===== config.mk =====
export PLATFORM = sky130hd
export DESIGN_NAME = cdb_arbiter
export DESIGN_NICKNAME = d
export VERILOG_FILES = /design/src/rtl/mips_core_pkg.sv /design/src/rtl/rr_picker.sv /design/src/rtl/cdb_arbiter.sv
export SDC_FILE = /design/constraint.sdc
export NUM_CORES = 1
export LEC_CHECK = 0
export BUFFER_PORTS_ARGS = -buffer_cell sky130_fd_sc_hd__buf_2
export CORE_ASPECT_RATIO = 0.75
export CORE_MARGIN = 2
export CORE_UTILIZATION = 30
export CTS_CLUSTER_DIAMETER = 60
export DETAILED_ROUTE_END_ITERATION = 8
export GPL_TIMING_DRIVEN = 0
export PLACE_DENSITY = 0.7
export SYNTH_ARGS = -nofsm -noshare
export SYNTH_HDL_FRONTEND = slang
export SYNTH_HIERARCHICAL = 1
export SYNTH_SLANG_ARGS = --single-unit

===== constraint.sdc =====
create_clock -name clk -period 3.68 [get_ports clk]
set_clock_uncertainty 0.1 [all_clocks]
set_input_delay 0.736 -clock clk [delete_from_list [all_inputs] [get_ports clk]]
set_output_delay 0.736 -clock clk [all_outputs]
set_load 0.005 [all_outputs]

===== src/rtl/mips_core_pkg.sv =====
// ---------------------------------------------------------------------------
// mips_core_pkg
//
// Purpose:
//   Shared core-level definitions for the common data bus (CDB). These are the
//   default sizes of a CDB broadcast, the number of units that compete for the
//   bus, and the fixed request-slot assignment of each execution unit.
//
// Contents:
//   CDB_N_REQ, CDB_*_WIDTH  default arbiter sizing
//   CDB_REQ_*               request-slot index of each completing unit
//   cdb_packet_t            one broadcast payload {data, preg, rob}
// ---------------------------------------------------------------------------
package mips_core_pkg;

    // Default CDB sizing.
    localparam int CDB_N_REQ      = 4;
    localparam int CDB_DATA_WIDTH = 32;
    localparam int CDB_PREG_WIDTH = 6;
    localparam int CDB_ROB_WIDTH  = 5;

    // Request-slot assignment. Round-robin order follows slot order.
    localparam int CDB_REQ_ALU0 = 0;
    localparam int CDB_REQ_ALU1 = 1;
    localparam int CDB_REQ_AGU  = 2;
    localparam int CDB_REQ_LOAD = 3;

    // One CDB broadcast as seen by the ROB, reservation stations and the
    // physical register file wakeup logic.
    typedef struct packed {
        logic [CDB_DATA_WIDTH-1:0] data;
        logic [CDB_PREG_WIDTH-1:0] preg;
        logic [CDB_ROB_WIDTH-1:0]  rob;
    } cdb_packet_t;

endpackage : mips_core_pkg


===== src/rtl/rr_picker.sv =====
// ---------------------------------------------------------------------------
// rr_picker
//
// Purpose:
//   Purely combinational round-robin picker. Scans the request vector starting
//   at position ptr, moving upwards and wrapping from N-1 back to 0, and
//   selects the first asserted request. N need not be a power of two: the
//   wrap is an explicit subtract of N, never a truncation of the index.
//
// Ports:
//   req          in   N    request vector
//   ptr          in   IW   highest-priority position this cycle (0..N-1)
//   grant        out  N    one-hot grant (all zero when no request)
//   grant_idx    out  IW   binary index of the granted position
//   grant_valid  out  1    some request was granted
// ---------------------------------------------------------------------------
module rr_picker #(
    parameter  int N  = 4,
    localparam int IW = $clog2(N)
) (
    input  logic [N-1:0]  req,
    input  logic [IW-1:0] ptr,
    output logic [N-1:0]  grant,
    output logic [IW-1:0] grant_idx,
    output logic          grant_valid
);

    // One extra bit so ptr + k (at most 2N-2) never overflows before the wrap.
    logic [IW:0] idx;

    // NOTE: combinational blocks use blocking '=' and assign every output a
    // default first, so each path through the block drives every signal and
    // no latch can be inferred.
    always_comb begin
        grant       = '0;
        grant_idx   = '0;
        grant_valid = 1'b0;
        idx         = '0;
        for (int k = 0; k < N; k++) begin
            idx = {1'b0, ptr} + (IW+1)'(k);
            if (idx >= (IW+1)'(N)) begin
                idx = idx - (IW+1)'(N);
            end
            // First hit in scan order wins; later hits are ignored.
            if (!grant_valid && req[idx[IW-1:0]]) begin
                grant[idx[IW-1:0]] = 1'b1;
                grant_idx          = idx[IW-1:0];
                grant_valid        = 1'b1;
            end
        end
    end

endmodule : rr_picker


===== src/rtl/cdb_arbiter.sv =====
// ---------------------------------------------------------------------------
// cdb_arbiter
//
// Purpose:
//   Arbitrates the single common data bus between completing execution units.
//   One round-robin winner per cycle; the winner's payload is registered and
//   broadcast on cdb_* the following cycle as a single-cycle cdb_valid pulse.
//   A flush blocks all transfers for that cycle; a broadcast already on the
//   bus stays visible and is squashed by its consumers.
//
// Ports:
//   clk        in   1                   core clock
//   rst_n      in   1                   synchronous reset, active low
//   req_valid  in   N_REQ               unit i has a result pending
//   req_data   in   N_REQ x DATA_WIDTH  result value per unit
//   req_preg   in   N_REQ x PREG_WIDTH  destination physical register
//   req_rob    in   N_REQ x ROB_WIDTH   owning ROB entry
//   req_ready  out  N_REQ               one-hot grant; transfer on valid&ready
//   flush      in   1                   mispredict/exception squash
//   cdb_valid  out  1                   broadcast valid
//   cdb_data   out  DATA_WIDTH          broadcast value
//   cdb_preg   out  PREG_WIDTH          broadcast physical tag
//   cdb_rob    out  ROB_WIDTH           broadcast ROB index
// ---------------------------------------------------------------------------
module cdb_arbiter
    import mips_core_pkg::*;
#(
    parameter int N_REQ      = CDB_N_REQ,
    parameter int DATA_WIDTH = CDB_DATA_WIDTH,
    parameter int PREG_WIDTH = CDB_PREG_WIDTH,
    parameter int ROB_WIDTH  = CDB_ROB_WIDTH
) (
    input  logic                                 clk,
    input  logic                                 rst_n,
    input  logic [N_REQ-1:0]                     req_valid,
    input  logic [N_REQ-1:0][DATA_WIDTH-1:0]     req_data,
    input  logic [N_REQ-1:0][PREG_WIDTH-1:0]     req_preg,
    input  logic [N_REQ-1:0][ROB_WIDTH-1:0]      req_rob,
    output logic [N_REQ-1:0]                     req_ready,
    input  logic                                 flush,
    output logic                                 cdb_valid,
    output logic [DATA_WIDTH-1:0]                cdb_data,
    output logic [PREG_WIDTH-1:0]                cdb_preg,
    output logic [ROB_WIDTH-1:0]                 cdb_rob
);

    localparam int IW = $clog2(N_REQ);

    // Payload layout matches cdb_packet_t but follows this instance's widths.
    typedef struct packed {
        logic [DATA_WIDTH-1:0] data;
        logic [PREG_WIDTH-1:0] preg;
        logic [ROB_WIDTH-1:0]  rob;
    } payload_t;

    logic [IW-1:0]    rr_ptr;
    logic [IW-1:0]    rr_ptr_next;
    logic [N_REQ-1:0] grant;
    logic [IW-1:0]    grant_idx;
    logic             grant_valid;
    logic             xfer;
    payload_t         sel_pkt;
    payload_t         cdb_q;
    logic             cdb_valid_q;

    // -----------------------------------------------------------------------
    // Grant selection
    // -----------------------------------------------------------------------
    rr_picker #(
        .N (N_REQ)
    ) u_picker (
        .req         (req_valid),
        .ptr         (rr_ptr),
        .grant       (grant),
        .grant_idx   (grant_idx),
        .grant_valid (grant_valid)
    );

    // Grants are suppressed during reset and flush so no requester sees a
    // handshake that the output stage is going to drop.
    assign xfer      = grant_valid && rst_n && !flush;
    assign req_ready = xfer ? grant : '0;

    // Winner moves to lowest priority: the scan restarts just past it, with
    // an explicit wrap so non-power-of-two N_REQ never lands on a dead slot.
    assign rr_ptr_next = (grant_idx == IW'(N_REQ - 1)) ? '0 : grant_idx + IW'(1);

    // -----------------------------------------------------------------------
    // Payload mux: AND-OR over the one-hot grant
    // -----------------------------------------------------------------------
    always_comb begin
        sel_pkt = '0;
        for (int i = 0; i < N_REQ; i++) begin
            if (grant[i]) begin
                sel_pkt.data = sel_pkt.data | req_data[i];
                sel_pkt.preg = sel_pkt.preg | req_preg[i];
                sel_pkt.rob  = sel_pkt.rob  | req_rob[i];
            end
        end
    end

    // -----------------------------------------------------------------------
    // Round-robin pointer and broadcast register
    // -----------------------------------------------------------------------
    // NOTE: clocked state uses non-blocking '<=' so every register samples
    // pre-edge values and simulation order between processes cannot matter.
    always_ff @(posedge clk) begin
        if (!rst_n) begin
            rr_ptr      <= '0;
            cdb_valid_q <= 1'b0;
            cdb_q       <= '0;
        end else begin
            // Valid is a one-cycle pulse per grant; with no transfer the
            // payload holds its last value so the bus does not toggle.
            cdb_valid_q <= xfer;
            if (xfer) begin
                rr_ptr <= rr_ptr_next;
                cdb_q  <= sel_pkt;
            end
        end
    end

    assign cdb_valid = cdb_valid_q;
    assign cdb_data  = cdb_q.data;
    assign cdb_preg  = cdb_q.preg;
    assign cdb_rob   = cdb_q.rob;

    // -----------------------------------------------------------------------
    // Simulation checks on the handshake
    // -----------------------------------------------------------------------
    a_ready_onehot0 : assert property (@(posedge clk) $onehot0(req_ready));
    a_ready_has_valid : assert property (@(posedge clk) (req_ready & ~req_valid) == '0);

endmodule : cdb_arbiter


* Word-level counts from Yosys, hierarchy flattened
Index checks and enable logic that the tools add are counted.
Storage, ports and cells: flip-flop bits (word level) 46, bits of input ports 179, output and inout port bits 48, logic and storage cells 89
Operators by class: add/subtract/negate cells 8, magnitude comparators 12, eq/ne operators 1, mux-type cells 38, bitwise logic cells 12, reduce and logical (&&, ||, !) cells 13
Operators with widths (count):
- $mux 43 | 4
- $or 32x32->32 | 3
- $mux 4 | 5
- $mux 2 | 9
- $or 6x6->6 | 3
- $or 5x5->5 | 3
- $lt 2x3->1 const B | 4
- $mux 1 | 12
- $or 4x4->4 | 3
- $ge 3x3->1 const B | 3
- $logic_and 1x1->1 | 9
- $bmux 1 s2 | 4
- $demux 1 s2 | 4
- $ge 2x1->1 const B | 4
- $sub 2x1->2 const B | 4
- $add 2x2->3 const B | 2
- $logic_not 1->1 | 4
- $add 2x1->3 const B | 1
- $ge 2x3->1 const B | 1
- $add 2x1->2 const B | 1
- $eq 2x2->1 const B | 1

* Longest topological paths before layout
depth after elaboration 21, depth in mapped cells 13, mapped depth without buffers 9

* Modules after synthesis
The synthesis kept the hierarchy.
By module, submodules not included:
- cdb_arbiter | instances 1, cells an instance 266, area an instance 2352.3 um^2, seq. area each 920.9 um^2
- rr_picker | instances 1, cells an instance 45, area an instance 421.7 um^2, seq. area each 0.0 um^2

* Worst setup path before layout
No wires, ideal clock.
kind flip-flop to output port, from register rr_ptr[0], to output req_ready[3], arrival 2490 ps, required time 2844 ps, path slack 354 ps, cell stages (with the launch flop) 12, buffers on the path 4, cell sequence dfxtp_1 > buf_6 > inv_1 > ha_1 > mux4_2 > buf_6 > nor4b_4 > a22oi_1 > o21ai_0 > buf_2 > clkbuf_1 > and2_1
Between the ends: elaborated cells on any way between the ends 63, classes of those cells add/sub: 7; order compare: 12; mux: 29; bitwise: 3; reduce/logical: 12
RTL lines:
- from (decl) | line cdb_arbiter.sv:56 | logic [IW-1:0] rr_ptr;
- from (signal assigned) | line cdb_arbiter.sv:117 | rr_ptr <= rr_ptr_next;
- parallel branches: the longest is 13 deep, another holds $add 2x1->3
- $mux 4 * | line rr_picker.sv:45 | if (!grant_valid && req[idx[IW-1:0]]) begin
- via grant[3] | line cdb_arbiter.sv:58 | logic [N_REQ-1:0] grant;
- $mux 4 * | line cdb_arbiter.sv:82 | assign req_ready = xfer ? grant : '0;
- to (decl) | line cdb_arbiter.sv:39 | output logic [N_REQ-1:0] req_ready,
Mark *: on every way through the listed nets, which the timed path passes. The select of a mux whose other input is x is not followed.

* Final worst setup path
from register rr_ptr[0], to output req_ready[2]
The elaborated chain is that of the path after synthesis.

==> metrics.md <==
| Metric | Value |
|---|---|
| Max VDD drop | `0.000295 V` |
| Vias | `around 3,600` |
| # nets final | `roughly 740` |
| CTS tree | `built` |
| Fin. max-slew vios | `0` |
| Initial antenna violation count | `0` |
| Sequential fraction of the synthesis area | `about a third` |
| Clk sink count | `46` |
| Vias per cell | `5.39` |
| FF-to-FF path depth | `15` |
| Die Wd | `between 100 and 150 µm` |
| Synth area leaders | `dfxtp_1, a221oi_1, a22o_1` |
| Avg Inst Size Synth | `8.92 µm²` |
| Detail Placement HPWL | `approximately 8.4 mm` |
| Syn Inst Count | `about 310` |
| Reg2Reg Setup Slack | `between 300 and 400 ps` |
| CP Class | `reg2out` |
| CP max FO | `5` |
| ANT cells | `0` |
| Htree depth | `2` |
| Layout cells sized above 1 | `approximately half` |
| Cell variety after synth | `32` |
| Pre-CTS setup slack | `-214 ps` |
| Row count | `30` |
| Die Span Y | `between 80 and 90 µm` |
| CP Capture Type | `output pin` |
| Seq cells post-synth | `46` |
| Clock Tree Root | `clkbuf_16` |
| Post-synthesis mux area share | `under 10%` |
| CTS Hold Bufs | `0` |
| Leak | `roughly 2.1 nW` |
| Clk pwr share | `16.4%` |
| Leading area contributor after synthesis | `dfxtp_1` |
| Compound-gate portion of the synthesized area | `39.6%` |
| Xor-xnor portion of the synthesized cell area | `0%` |
| Die Footprint | `approximately 10,000 µm²` |
| Core area | `9010 µm²` |
| Switch Pwr | `between 0.001 and 0.0015 W` |
| PD cells | `between 700 and 800 nW/µm²` |
| Worst Hold Class | `reg2reg` |
| Number of synthesized flops with an enable pin | `0` |
| Slew HR | `roughly 64%` |
| Most frequent cell after synthesis | `o21ai_0` |
| Starting Density | `a little under a third` |
| Post-synthesis cell area | `2770 µm²` |
| Final period util | `95.8%` |
| Worst R2R End | `cdb_data[24]` |
| Fraction of registers with async set/reset | `0%` |
| Simple-Gate Fraction of Synth Area | `around 12%` |
| Top cell type's share of synthesized area | `between 30% and 40%` |
| Pint | `between 0.0015 and 0.002 W` |
| Worst EP arrival | `about 2700 ps` |
| CTS clock-pin slew for the worst setup and hold paths | `approximately 60 ps` |
| Residual DRC | `0` |
| First-pass DRT Iterations | `4` |
| Largest family of logic cells by synthesized area | `compound AO/OA/AOI/OAI gates` |
| Layout overhead on the synthesized area | `55.6%` |
| Top cells by instance count after synthesis | `o21ai_0, dfxtp_1, nand3_1` |
| Vias in the first global route | `around 3,200` |
| Status | `finished clean` |
| 1st-iter DRT viols | `239` |
| Clk buf depth | `2` |
| First-pass GRT wire length | `approximately 15 mm` |
| Fin worst setup slack | `154 ps` |
| GRT overflow | `0` |
| Post-layout min period | `around 3500 ps` |
| Ports | `approximately 230` |
| Reg-to-reg critical path startpoint | `rr_ptr[0]` |
| Syn. warnings | `6` |
| Num CTS Buffers | `5` |
| Hold endpoint | `cdb_rob[1]` |
| Final GP Congestion | `about 0.76` |
| Largest net degree at the start of global routing | `20` |
| Synth Flop Type | `dfxtp_1` |
| Port Buffers | `225` |
| Fillers | `906` |
| Syn Nets | `around 500` |
| Total Wirelength | `roughly 11 mm` |
| CP Launch Type | `flop` |
| Seq pwr share | `~25%` |
| Fmax | `284 MHz` |
| Switching Share | `about two fifths` |
| WHS Path Cells | `2` |
| Clk Latency, worst-skew pair | `approximately 280 ps` |
| CP Data Required Time | `roughly 2800 ps` |
| WL/cell | `around 16 µm` |
| Final hold vios | `0` |
| Post-Synth Adder-Cell Area | `about 2.7%` |
| Worst Max-Slew Pin Slew | `537 ps` |
| Combinational power share | `slightly below 60%` |
| Finish-stage setup viols | `0` |
| Hold_sp | `cdb_rob[1]` |
| Final core occ | `roughly 48%` |
| Gr usage total | `19.7%` |
| Maxcap violations | `0` |
| Final ANT Viol Nets | `0` |
-- what timing repair did --
| item | CTS | global route |
|---|---|---|
| setup buffers | 6 | 5 |
| endpoints found under the setup margin | 4 | 19 |
| pin swaps | 1 | 2 |
| resized for setup | 9 | 5 |
-- through the flow --
| step | std cells | hold slack [ps] | TNS (ps) | power [W] | instance area [µm²] |
|---|---|---|---|---|---|
| 6_report | 663 | 368 | 0 | 0.00309 | 4320 |
| 5_1_grt | 663 | 393 | -4.24 | 0.00334 | 4320 |
| 4_1_cts | 658 | 371 | 0 | 0.00308 | 4270 |
| 3_5_place_dp | 648 | 356 | -569 | 0.00248 | 4040 |
| 3_3_place_gp | 648 | 350 | -335 | 0.00243 | 4040 |
| 2_1_floorplan | 311 | 368 | 0 | 0.00189 | 2770 |
-- state kept, by name, summed over array words and instances, names as in the netlist --
register,count
rr_ptr,2
cdb_data,32
cdb_valid,1
cdb_preg,6
cdb_rob,5
-- worst max-delay path, cell delays in order (launching register included) --
cell     delay [ps]
dfxtp_4         380
buf_8           110
inv_1            70
ha_4            290
mux4_2          300
buf_6           150
nor4b_4         310
buf_4           180
buf_4            90
a22oi_1          60
o21ai_1         100
buf_4           150
and2_1          110
buf_2           110
-- kinds of logic (layout without fill, tap and decap cells) --
| group | Yosys count | in the layout |
|---|---|---|
| compound gates | 148 | 148 |
| simple gates | 61 | 61 |
| fa+ha+maj | 6 | 6 |
| flops | 46 | 46 |
| mux | 7 | 7 |
| buf+inv | 43 | 283 |
-- layout make-up --
class	instances	area [µm²]	area share, %
Inverter	5	18.8	0.435
Multi-Input combinational cell	222	1660	38.5
Timing Repair Buffer	236	1210	28.1
Buffer	34	189	4.38
Clock inverter	2	37.5	0.870
Tap cell	112	140	3.25
Sequential cell	46	928	21.5
Clock buffer	6	129	2.99
-- worst max path at each step --
stage | startpoint | end | cells after the start
detailed placement | rr_ptr[1] | req_ready[3] | 11
finish | rr_ptr[0] | req_ready[2] | 13
floorplan | rr_ptr[0] | req_ready[3] | 11
CTS | rr_ptr[0] | req_ready[2] | 13
global placement | req_valid[2] | req_ready[3] | 10
global route | rr_ptr[0] | req_ready[2] | 13
-- per-layer routing --
| layer | global-route usage, % | wire (µm) | share of wire (%) | vias up |
|---|---|---|---|---|
| li1 | - | - | - | 1742 |
| met4 | 4.05 | 104 | 0.97 | 0 |
| met3 | 4.04 | 818 | 7.7 | 13 |
| met5 | 0 | 0 | 0 | - |
| met1 | 24.3 | 4580 | 43 | 1650 |
| met2 | 35.5 | 5190 | 49 | 171 |
-- power groups by stage --
stage          Sequential (W)  Combinational, W  Clock [W]
2_1_floorplan        0.000777           0.00112          0
4_1_cts              0.000757           0.00180   0.000524
3_5_place_dp         0.000765           0.00171          0
5_1_grt              0.000779           0.00202   0.000539
3_3_place_gp         0.000756           0.00168          0
6_report             0.000761           0.00183   0.000507
-- layout by cell type (no fill, tap or decap), types with 2 or more instances in the layout --
cell type,n
clkbuf_16,5
clkbuf_1,16
dfxtp_1,44
dfxtp_4,2
buf_6,3
o21ai_0,48
a22oi_1,8
a221oi_1,43
nor2_1,3
mux4_1,2
mux2i_1,2
nand3_1,44
nand2b_1,2
buf_4,16
mux4_2,2
ha_1,5
a22o_1,43
buf_2,235
inv_1,5
and2_1,4
Note: power is estimated with default switching activity, not from simulation.
